[config.mk]
export PLATFORM = sky130hd
export DESIGN_NAME = qpu_exu_wbck_flat
export DESIGN_NICKNAME = d
export VERILOG_FILES = /design/src/rtl/qpu_exu_wbck_pkg.sv /design/src/rtl/qpu_exu_wbck_if.sv /design/src/rtl/qpu_exu_wbck_prio.sv /design/src/rtl/qpu_exu_wbck.sv /design/src/flat_wrapper.sv
export SDC_FILE = /design/constraint.sdc
export NUM_CORES = 1
export LEC_CHECK = 0
export CAP_MARGIN = 20
export CORE_MARGIN = 5
export CORE_UTILIZATION = 40
export DETAILED_ROUTE_END_ITERATION = 7
export GPL_ROUTABILITY_DRIVEN = 0
export MAX_ROUTING_LAYER = met4
export PLACE_DENSITY = 0.89
export SETUP_SLACK_MARGIN = 0.05
export SYNTH_ARGS = -nofsm -noshare
export SYNTH_HDL_FRONTEND = slang
export SYNTH_SLANG_ARGS = --single-unit
[constraint.sdc]
create_clock -name clk -period 4.4 [get_ports clk]
set_input_delay 1.32 -clock clk [delete_from_list [all_inputs] [get_ports clk]]
set_output_delay 1.32 -clock clk [all_outputs]
set_load 0.02 [all_outputs]
[src/rtl/qpu_exu_wbck_pkg.sv]
// Shared widths and write-back source codes for the QPU EXU write-back arbiter.
// Included by the interface, the priority sub-module and the top level.
package qpu_exu_wbck_pkg;

    localparam int QPU_XLEN             = 32;
    localparam int QPU_RFIDX_REAL_WIDTH = 5;

    typedef enum logic [1:0] {
        QPU_WBCK_SRC_ALU = 2'd0,
        QPU_WBCK_SRC_QC  = 2'd1,
        QPU_WBCK_SRC_LSU = 2'd2
    } wbck_src_e;

    // One-hot grant is {lsu, qc, alu}; an empty grant maps to ALU and is
    // qualified by the caller.
    function automatic wbck_src_e grant_to_src(input logic [2:0] grant);
        wbck_src_e src;
        src = QPU_WBCK_SRC_ALU;
        if (grant[2])      src = QPU_WBCK_SRC_LSU;
        else if (grant[1]) src = QPU_WBCK_SRC_QC;
        return src;
    endfunction

endpackage

[src/rtl/qpu_exu_wbck_if.sv]
// Write-back bundle between the ALU/LSU sources and the CRF write-back arbiter.
// master = source/sink side, slave = arbiter.
interface qpu_exu_wbck_if
    import qpu_exu_wbck_pkg::*;
#(
    parameter int XLEN    = QPU_XLEN,
    parameter int RFIDX_W = QPU_RFIDX_REAL_WIDTH
);
    logic               alu_wbck_valid;
    logic               alu_wbck_ready;
    logic [XLEN-1:0]    alu_wbck_data;
    logic [RFIDX_W-1:0] alu_wbck_rdidx;

    logic               qc_wbck_valid;
    logic               qc_wbck_ready;
    logic [XLEN-1:0]    qc_wbck_data;
    logic [RFIDX_W-1:0] qc_wbck_rdidx;

    logic               lsu_wbck_valid;
    logic               lsu_wbck_ready;
    logic [XLEN-1:0]    lsu_wbck_data;
    logic [RFIDX_W-1:0] lsu_wbck_rdidx;
    logic               lsu_wbck_err;

    logic               oitf_ret_ena;
    logic               crf_wbck_ena;
    logic [RFIDX_W-1:0] crf_wbck_rdidx;
    logic [XLEN-1:0]    crf_wbck_data;

    modport master (
        output alu_wbck_valid, alu_wbck_data, alu_wbck_rdidx,
        input  alu_wbck_ready,
        output qc_wbck_valid, qc_wbck_data, qc_wbck_rdidx,
        input  qc_wbck_ready,
        output lsu_wbck_valid, lsu_wbck_data, lsu_wbck_rdidx, lsu_wbck_err,
        input  lsu_wbck_ready,
        input  oitf_ret_ena, crf_wbck_ena, crf_wbck_rdidx, crf_wbck_data
    );

    modport slave (
        input  alu_wbck_valid, alu_wbck_data, alu_wbck_rdidx,
        output alu_wbck_ready,
        input  qc_wbck_valid, qc_wbck_data, qc_wbck_rdidx,
        output qc_wbck_ready,
        input  lsu_wbck_valid, lsu_wbck_data, lsu_wbck_rdidx, lsu_wbck_err,
        output lsu_wbck_ready,
        output oitf_ret_ena, crf_wbck_ena, crf_wbck_rdidx, crf_wbck_data
    );

endinterface

[src/rtl/qpu_exu_wbck_prio.sv]
// Combinational 3-way priority grant: lsu > qc > alu, with the ALU promoted
// to the top when alu_promote is set. Grant is one-hot {lsu, qc, alu}.
module qpu_exu_wbck_prio
    import qpu_exu_wbck_pkg::*;
(
    input  logic       en,
    input  logic       alu_promote,
    input  logic       alu_req,
    input  logic       qc_req,
    input  logic       lsu_req,
    output logic [2:0] grant
);

    always_comb begin
        grant = 3'b000;
        if (en) begin
            if (alu_promote && alu_req) grant = 3'b001;
            else if (lsu_req)           grant = 3'b100;
            else if (qc_req)            grant = 3'b010;
            else if (alu_req)           grant = 3'b001;
        end
    end

endmodule

[src/rtl/qpu_exu_wbck.sv]
// CRF write-back arbiter downstream of the ALU: merges ALU, measurement and
// long-pipe results into one registered CRF write port and retires long-pipe ops.
module qpu_exu_wbck
    import qpu_exu_wbck_pkg::*;
#(
    parameter int XLEN       = QPU_XLEN,
    parameter int RFIDX_W    = QPU_RFIDX_REAL_WIDTH,
    parameter int STARVE_MAX = 4
)(
    input  logic           clk,
    input  logic           rst,
    qpu_exu_wbck_if.slave  wb
);

    logic [3:0]         starve_cnt;
    logic               alu_promote;
    logic [2:0]         grant_p0;
    wbck_src_e          src_p0;
    logic [XLEN-1:0]    sel_data_p0;
    logic [RFIDX_W-1:0] sel_rdidx_p0;
    logic               sel_ena_p0;

    assign alu_promote = (starve_cnt == 4'(STARVE_MAX));

    // Grants are suppressed during reset so sources keep their requests pending.
    qpu_exu_wbck_prio u_prio (
        .en          (~rst),
        .alu_promote (alu_promote),
        .alu_req     (wb.alu_wbck_valid),
        .qc_req      (wb.qc_wbck_valid),
        .lsu_req     (wb.lsu_wbck_valid),
        .grant       (grant_p0)
    );

    assign wb.alu_wbck_ready = grant_p0[0];
    assign wb.qc_wbck_ready  = grant_p0[1];
    assign wb.lsu_wbck_ready = grant_p0[2];
    assign wb.oitf_ret_ena   = wb.lsu_wbck_valid & grant_p0[2];

    assign src_p0 = grant_to_src(grant_p0);

    always_comb begin
        sel_data_p0  = wb.alu_wbck_data;
        sel_rdidx_p0 = wb.alu_wbck_rdidx;
        case (src_p0)
            QPU_WBCK_SRC_QC: begin
                sel_data_p0  = wb.qc_wbck_data;
                sel_rdidx_p0 = wb.qc_wbck_rdidx;
            end
            QPU_WBCK_SRC_LSU: begin
                sel_data_p0  = wb.lsu_wbck_data;
                sel_rdidx_p0 = wb.lsu_wbck_rdidx;
            end
            default: ;
        endcase
    end

    // x0 writes and errored loads are accepted but never reach the CRF.
    assign sel_ena_p0 = (|grant_p0) && (sel_rdidx_p0 != '0) &&
                        !((src_p0 == QPU_WBCK_SRC_LSU) && wb.lsu_wbck_err);

    always_ff @(posedge clk) begin
        if (rst) begin
            starve_cnt <= '0;
        end else if (!wb.alu_wbck_valid || wb.alu_wbck_ready) begin
            starve_cnt <= '0;
        end else if (!alu_promote) begin
            starve_cnt <= starve_cnt + 4'd1;
        end
    end

    // ---- stage p0 -> p1: registered CRF write port ----
    always_ff @(posedge clk) begin
        if (rst) begin
            wb.crf_wbck_ena   <= 1'b0;
            wb.crf_wbck_rdidx <= '0;
            wb.crf_wbck_data  <= '0;
        end else begin
            wb.crf_wbck_ena   <= sel_ena_p0;
            wb.crf_wbck_rdidx <= sel_rdidx_p0;
            wb.crf_wbck_data  <= sel_data_p0;
        end
    end

endmodule

[src/flat_wrapper.sv]
// flat-port wrapper written by rule: the top's interface ports become plain ports
module qpu_exu_wbck_flat import qpu_exu_wbck_pkg::*;
#(
    parameter int XLEN       = QPU_XLEN,
    parameter int RFIDX_W    = QPU_RFIDX_REAL_WIDTH,
    parameter int STARVE_MAX = 4
)
  (clk, rst, wb_alu_wbck_valid, wb_alu_wbck_data, wb_alu_wbck_rdidx, wb_alu_wbck_ready, wb_qc_wbck_valid, wb_qc_wbck_data, wb_qc_wbck_rdidx, wb_qc_wbck_ready, wb_lsu_wbck_valid, wb_lsu_wbck_data, wb_lsu_wbck_rdidx, wb_lsu_wbck_err, wb_lsu_wbck_ready, wb_oitf_ret_ena, wb_crf_wbck_ena, wb_crf_wbck_rdidx, wb_crf_wbck_data);
  qpu_exu_wbck_if #(.XLEN(XLEN), .RFIDX_W(RFIDX_W)) wb_i ();
  input  logic clk;
  input  logic rst;
  input wire logic [$bits(wb_i.alu_wbck_valid)-1:0] wb_alu_wbck_valid;
  input wire logic [$bits(wb_i.alu_wbck_data)-1:0] wb_alu_wbck_data;
  input wire logic [$bits(wb_i.alu_wbck_rdidx)-1:0] wb_alu_wbck_rdidx;
  output wire logic [$bits(wb_i.alu_wbck_ready)-1:0] wb_alu_wbck_ready;
  input wire logic [$bits(wb_i.qc_wbck_valid)-1:0] wb_qc_wbck_valid;
  input wire logic [$bits(wb_i.qc_wbck_data)-1:0] wb_qc_wbck_data;
  input wire logic [$bits(wb_i.qc_wbck_rdidx)-1:0] wb_qc_wbck_rdidx;
  output wire logic [$bits(wb_i.qc_wbck_ready)-1:0] wb_qc_wbck_ready;
  input wire logic [$bits(wb_i.lsu_wbck_valid)-1:0] wb_lsu_wbck_valid;
  input wire logic [$bits(wb_i.lsu_wbck_data)-1:0] wb_lsu_wbck_data;
  input wire logic [$bits(wb_i.lsu_wbck_rdidx)-1:0] wb_lsu_wbck_rdidx;
  input wire logic [$bits(wb_i.lsu_wbck_err)-1:0] wb_lsu_wbck_err;
  output wire logic [$bits(wb_i.lsu_wbck_ready)-1:0] wb_lsu_wbck_ready;
  output wire logic [$bits(wb_i.oitf_ret_ena)-1:0] wb_oitf_ret_ena;
  output wire logic [$bits(wb_i.crf_wbck_ena)-1:0] wb_crf_wbck_ena;
  output wire logic [$bits(wb_i.crf_wbck_rdidx)-1:0] wb_crf_wbck_rdidx;
  output wire logic [$bits(wb_i.crf_wbck_data)-1:0] wb_crf_wbck_data;
  assign wb_i.alu_wbck_valid = wb_alu_wbck_valid;
  assign wb_i.alu_wbck_data = wb_alu_wbck_data;
  assign wb_i.alu_wbck_rdidx = wb_alu_wbck_rdidx;
  assign wb_alu_wbck_ready = wb_i.alu_wbck_ready;
  assign wb_i.qc_wbck_valid = wb_qc_wbck_valid;
  assign wb_i.qc_wbck_data = wb_qc_wbck_data;
  assign wb_i.qc_wbck_rdidx = wb_qc_wbck_rdidx;
  assign wb_qc_wbck_ready = wb_i.qc_wbck_ready;
  assign wb_i.lsu_wbck_valid = wb_lsu_wbck_valid;
  assign wb_i.lsu_wbck_data = wb_lsu_wbck_data;
  assign wb_i.lsu_wbck_rdidx = wb_lsu_wbck_rdidx;
  assign wb_i.lsu_wbck_err = wb_lsu_wbck_err;
  assign wb_lsu_wbck_ready = wb_i.lsu_wbck_ready;
  assign wb_oitf_ret_ena = wb_i.oitf_ret_ena;
  assign wb_crf_wbck_ena = wb_i.crf_wbck_ena;
  assign wb_crf_wbck_rdidx = wb_i.crf_wbck_rdidx;
  assign wb_crf_wbck_data = wb_i.crf_wbck_data;
  qpu_exu_wbck #(.XLEN(XLEN), .RFIDX_W(RFIDX_W), .STARVE_MAX(STARVE_MAX)) u_core (.clk(clk), .rst(rst), .wb(wb_i));
endmodule
==> metrics.md, run 1 <==
| Metric | Value |
|---|---|
| FILL cells | 516 |
| Number of flops mapped to enable cells by yosys | 0 |
| Final hold vios | 0 |
| Post-synthesis share of cell area spent on and, or, nand and nor gates | 0.270 |
| CP Capture Type | output port |
| Mux contribution to synthesized area | 0 |
| Final setup skew | 7.32 ps |
| Area growth syn-to-layout | 67.8% |
| Via count of the first global-routing pass | 2,948 |
| Cell depth of the worst hold path | 1 |
| Total iterations of the first detailed-routing run | 4 |
| Combined area of the multi-input logic cells | between 1000 and 1500 um2 |
| Pins over their slew limit | 0 |
| Depth of the worst register-to-register path | 8 |
| # nets final | 619 |
| Die outline width | 88.7 um |
| Quantity of gates resized following cts | 0 |
| Post-Syn Nets | 476 |
| Number of register bits inferred by synthesis | 42 |
| Largest driver fanout on the critical path | 5 |
| Number of clock buffers inserted by TritonCTS | 5 |
| Largest net degree at the start of global routing | 73 |
| Cell chosen for the clock root | sky130_fd_sc_hd__clkbuf_8 |
| Count of placed standard cells including taps | 568 |
| Unrepaired setup endpoints after global routing | false |
| Post-detailed-route DRC marker count | 0 |
| Sequential share of the synthesized area | 0.340 |
| Port Buf Inserts | 158 |
| Post-DP HPWL | 6450 um |
| Startpoint of the worst-slack reg-to-reg timing path | u_core.starve_cnt[0]$_SDFFE_PP0P_ |
| Total routing resource utilization after global routing | 0.219 |
| Source of the critical timing path | wb_alu_wbck_valid |
| Final critical-path setup slack | roughly 190 ps |
| Power density over cell area | 240 nW/um2 |
| Kind of path behind the tightest hold check | flip-flop to flip-flop |
| Most numerous cell types in the synthesized netlist | sky130_fd_sc_hd__nor2_1 (137), sky130_fd_sc_hd__a21oi_1 (67), sky130_fd_sc_hd__dfxtp_1 (42) |
| Clock sink total | 42 |
| First-iteration detailed-routing DRC count | 115 |
| Async S/R FF share, synth | 0 |
| Post-CTS setup buffer count | 0 |
| DP Worst Slack | ~110 ps |
| Ant. Diodes | 0 |
| Aggregate global routing overflow | 0 |
| Post-Route Setup TNS | 0 ps |
| Netlist cell types | 30 |
| Worst slew slack as a fraction of its limit | 0.533 |
| Area contributors post-synth | sky130_fd_sc_hd__dfxtp_1 (34%), sky130_fd_sc_hd__nor2_1 (21%), sky130_fd_sc_hd__a21oi_1 (14%) |
| Global-route wire length before repair | between 10,000 and 15,000 um |
| Post-route insts no fill | 575 |
| Most used DFF post-synth | sky130_fd_sc_hd__dfxtp_1 |
| Worst-case vdd ir drop | about 0.00016 V |
| Die Ht | ~89 um |
| Mean cell area of the mapped netlist | 6.94 um2 |
| Die Outline Area | 7860 um2 |
| Count leader, synth | sky130_fd_sc_hd__nor2_1 |
| Outcome | finished clean |
| HP Start | u_core.starve_cnt[0]$_SDFFE_PP0P_ |
| Area fraction of the dominant cell type after synthesis | 0.340 |
| Path type of the worst setup path | input port to output port |
| Area share of xor/xnor cells in the synthesized design | 0.00354 |
| CTS H-tree lvls | 2 |
| Overall via count from detail_route | 3,055 |
| Via/cell ratio | around 5.3 |
| Clock Pin Slew Worst Setup and Hold Paths | ~80 ps |
| Synthesized-area fraction occupied by ao, oa, aoi and oai cells | 0.308 |
| Share of cells above drive strength 1 | 0.0440 |
| Clock tree from TritonCTS | done |
| Required time of the worst setup path | 3080 ps |
| Wire length after detailed routing | ~8700 um |
| Category of the worst setup path launch point | input port |
| Floorplan core area | ~6000 um2 |
| Num rows | 28 |
| Count of max-cap constraint violations | 0 |
| Number of warnings printed during yosys synthesis | 0 |
| Seq. cell area | roughly 840 um2 |
| Synth Cell Area | 2480 um2 |
| Clock period minus worst slack | 4210 ps |
| Maximum count of clock buffers along a single path | 2 |
| Initial antenna violation count | 0 |
| Number of instances in the synthesized netlist | 357 |
| Largest family of logic cells by synthesized area | compound AO/OA/AOI/OAI gates |
| Initial core utilization | 0.416 |
| Adder-Cell Fraction of Synth Area | 0.0101 |
| Finish-stage setup viols | 0 |
| Clock latency of the later-clocked register in the worst-skew pair | 280 ps |
| Antenna-violating nets left | 0 |
| # hold bufs at CTS | 0 |
| Worst-Margin Slew | 701 ps |
| Leakage power figure | around 1.8 nW |
| Detail-routed net length per standard cell | 15.1 um |
| Cell taking the most area after synthesis | sky130_fd_sc_hd__dfxtp_1 |
| Number of I/O pins | 159 |
| Ratio of final minimum period to clock period | 0.957 |
| Maximum operating frequency | 238 MHz |
| Data arrival at the endpoint of the critical path | between 2000 and 3000 ps |
cells in the final DEF, fill, tap and decap left out, types with 5 or more instances in the layout:
cell                              Yosys  layout
sky130_fd_sc_hd__clkbuf_8             0       5
sky130_fd_sc_hd__nand3b_1             5       5
sky130_fd_sc_hd__buf_4                0      11
sky130_fd_sc_hd__inv_1                7       7
sky130_fd_sc_hd__dfxtp_1             42      42
sky130_fd_sc_hd__clkdlybuf4s50_1      0     154
sky130_fd_sc_hd__nor2_1             137     136
sky130_fd_sc_hd__a21oi_1             67      67
sky130_fd_sc_hd__and2_1               5       5
sky130_fd_sc_hd__o211a_1             32      32
final timing paths:
path / slack [ps] / to
setup / recovery: 190 / wb_lsu_wbck_ready
hold / removal: 490 / u_core.starve_cnt[0]$_SDFFE_PP0P_
hold reg to reg: 490 / u_core.starve_cnt[0]$_SDFFE_PP0P_
setup reg to reg: 1880 / u_core.wb.crf_wbck_ena$_SDFF_PP0_
report_power, final:
part	internal, W	switching, W	total, W
Combinational	0.000194	0.000156	0.000350
Sequential	0.000408	0.00000734	0.000415
Clock	0.000109	0.000122	0.000232
cell type report:
class                           count  share of cell area
Timing Repair Buffer              168               0.396
Multi-Input combinational cell    275               0.353
Sequential cell                    42               0.202
Tap cell                           75              0.0226
Clock buffer                        7              0.0184
Inverter                            8             0.00723
state kept, by name, summed over array words and instances (netlist names):
signal                    cells
u_core.wb.crf_wbck_data      32
u_core.starve_cnt             4
u_core.wb.crf_wbck_rdidx      5
u_core.wb.crf_wbck_ena        1
logic make-up (layout without fill, tap and decap cells):
logic type / Yosys count / after routing
simple gates: 160 / 160
compound gates: 112 / 112
flops: 42 / 42
buf+inv: 40 / 183
fa+ha+maj: 2 / 2
xor+xnor: 1 / 1
critical path, cell delays in order:
cell and delay, ps:
sky130_fd_sc_hd__clkdlybuf4s50_1 450, sky130_fd_sc_hd__and4b_1 280, sky130_fd_sc_hd__nor3b_2 200, sky130_fd_sc_hd__clkdlybuf4s50_1 630
through the flow:
stage | total power [W] | hold slack (ps) | instance area [um2] | utilization
2_1_floorplan | 0.000581 | 430 | 2480 | -
3_3_place_gp | 0.000765 | 444 | 4080 | 0.684
3_5_place_dp | 0.000773 | 481 | 4080 | 0.684
4_1_cts | 0.00100 | 496 | 4150 | 0.697
5_1_grt | 0.00105 | 528 | 4160 | 0.698
6_report | 0.000997 | 491 | 4160 | 0.698
per-layer routing:
metal / part of all wire / up-vias / wire, um / GRT usage
met2: 0.51 / 127 / 4460 / 0.370
met1: 0.39 / 1416 / 3350 / 0.254
met3: 0.090 / 10 / 779 / 0.0549
met5: 0 / - / 0 / -
met4: 0.013 / 0 / 110 / 0.0687
li1: - / 1502 / - / -
Power figures use the tool's default switching activity.
==> run 2, diff against run 1 <==
--- a/config.mk
+++ b/config.mk
@@ -16,3 +16,4 @@
 export SYNTH_ARGS = -nofsm -noshare
 export SYNTH_HDL_FRONTEND = slang
 export SYNTH_SLANG_ARGS = --single-unit
+export TNS_END_PERCENT = 10
==> results of run 2 <==
No change in the layout: final DEF, timing and power equal those of run 1.
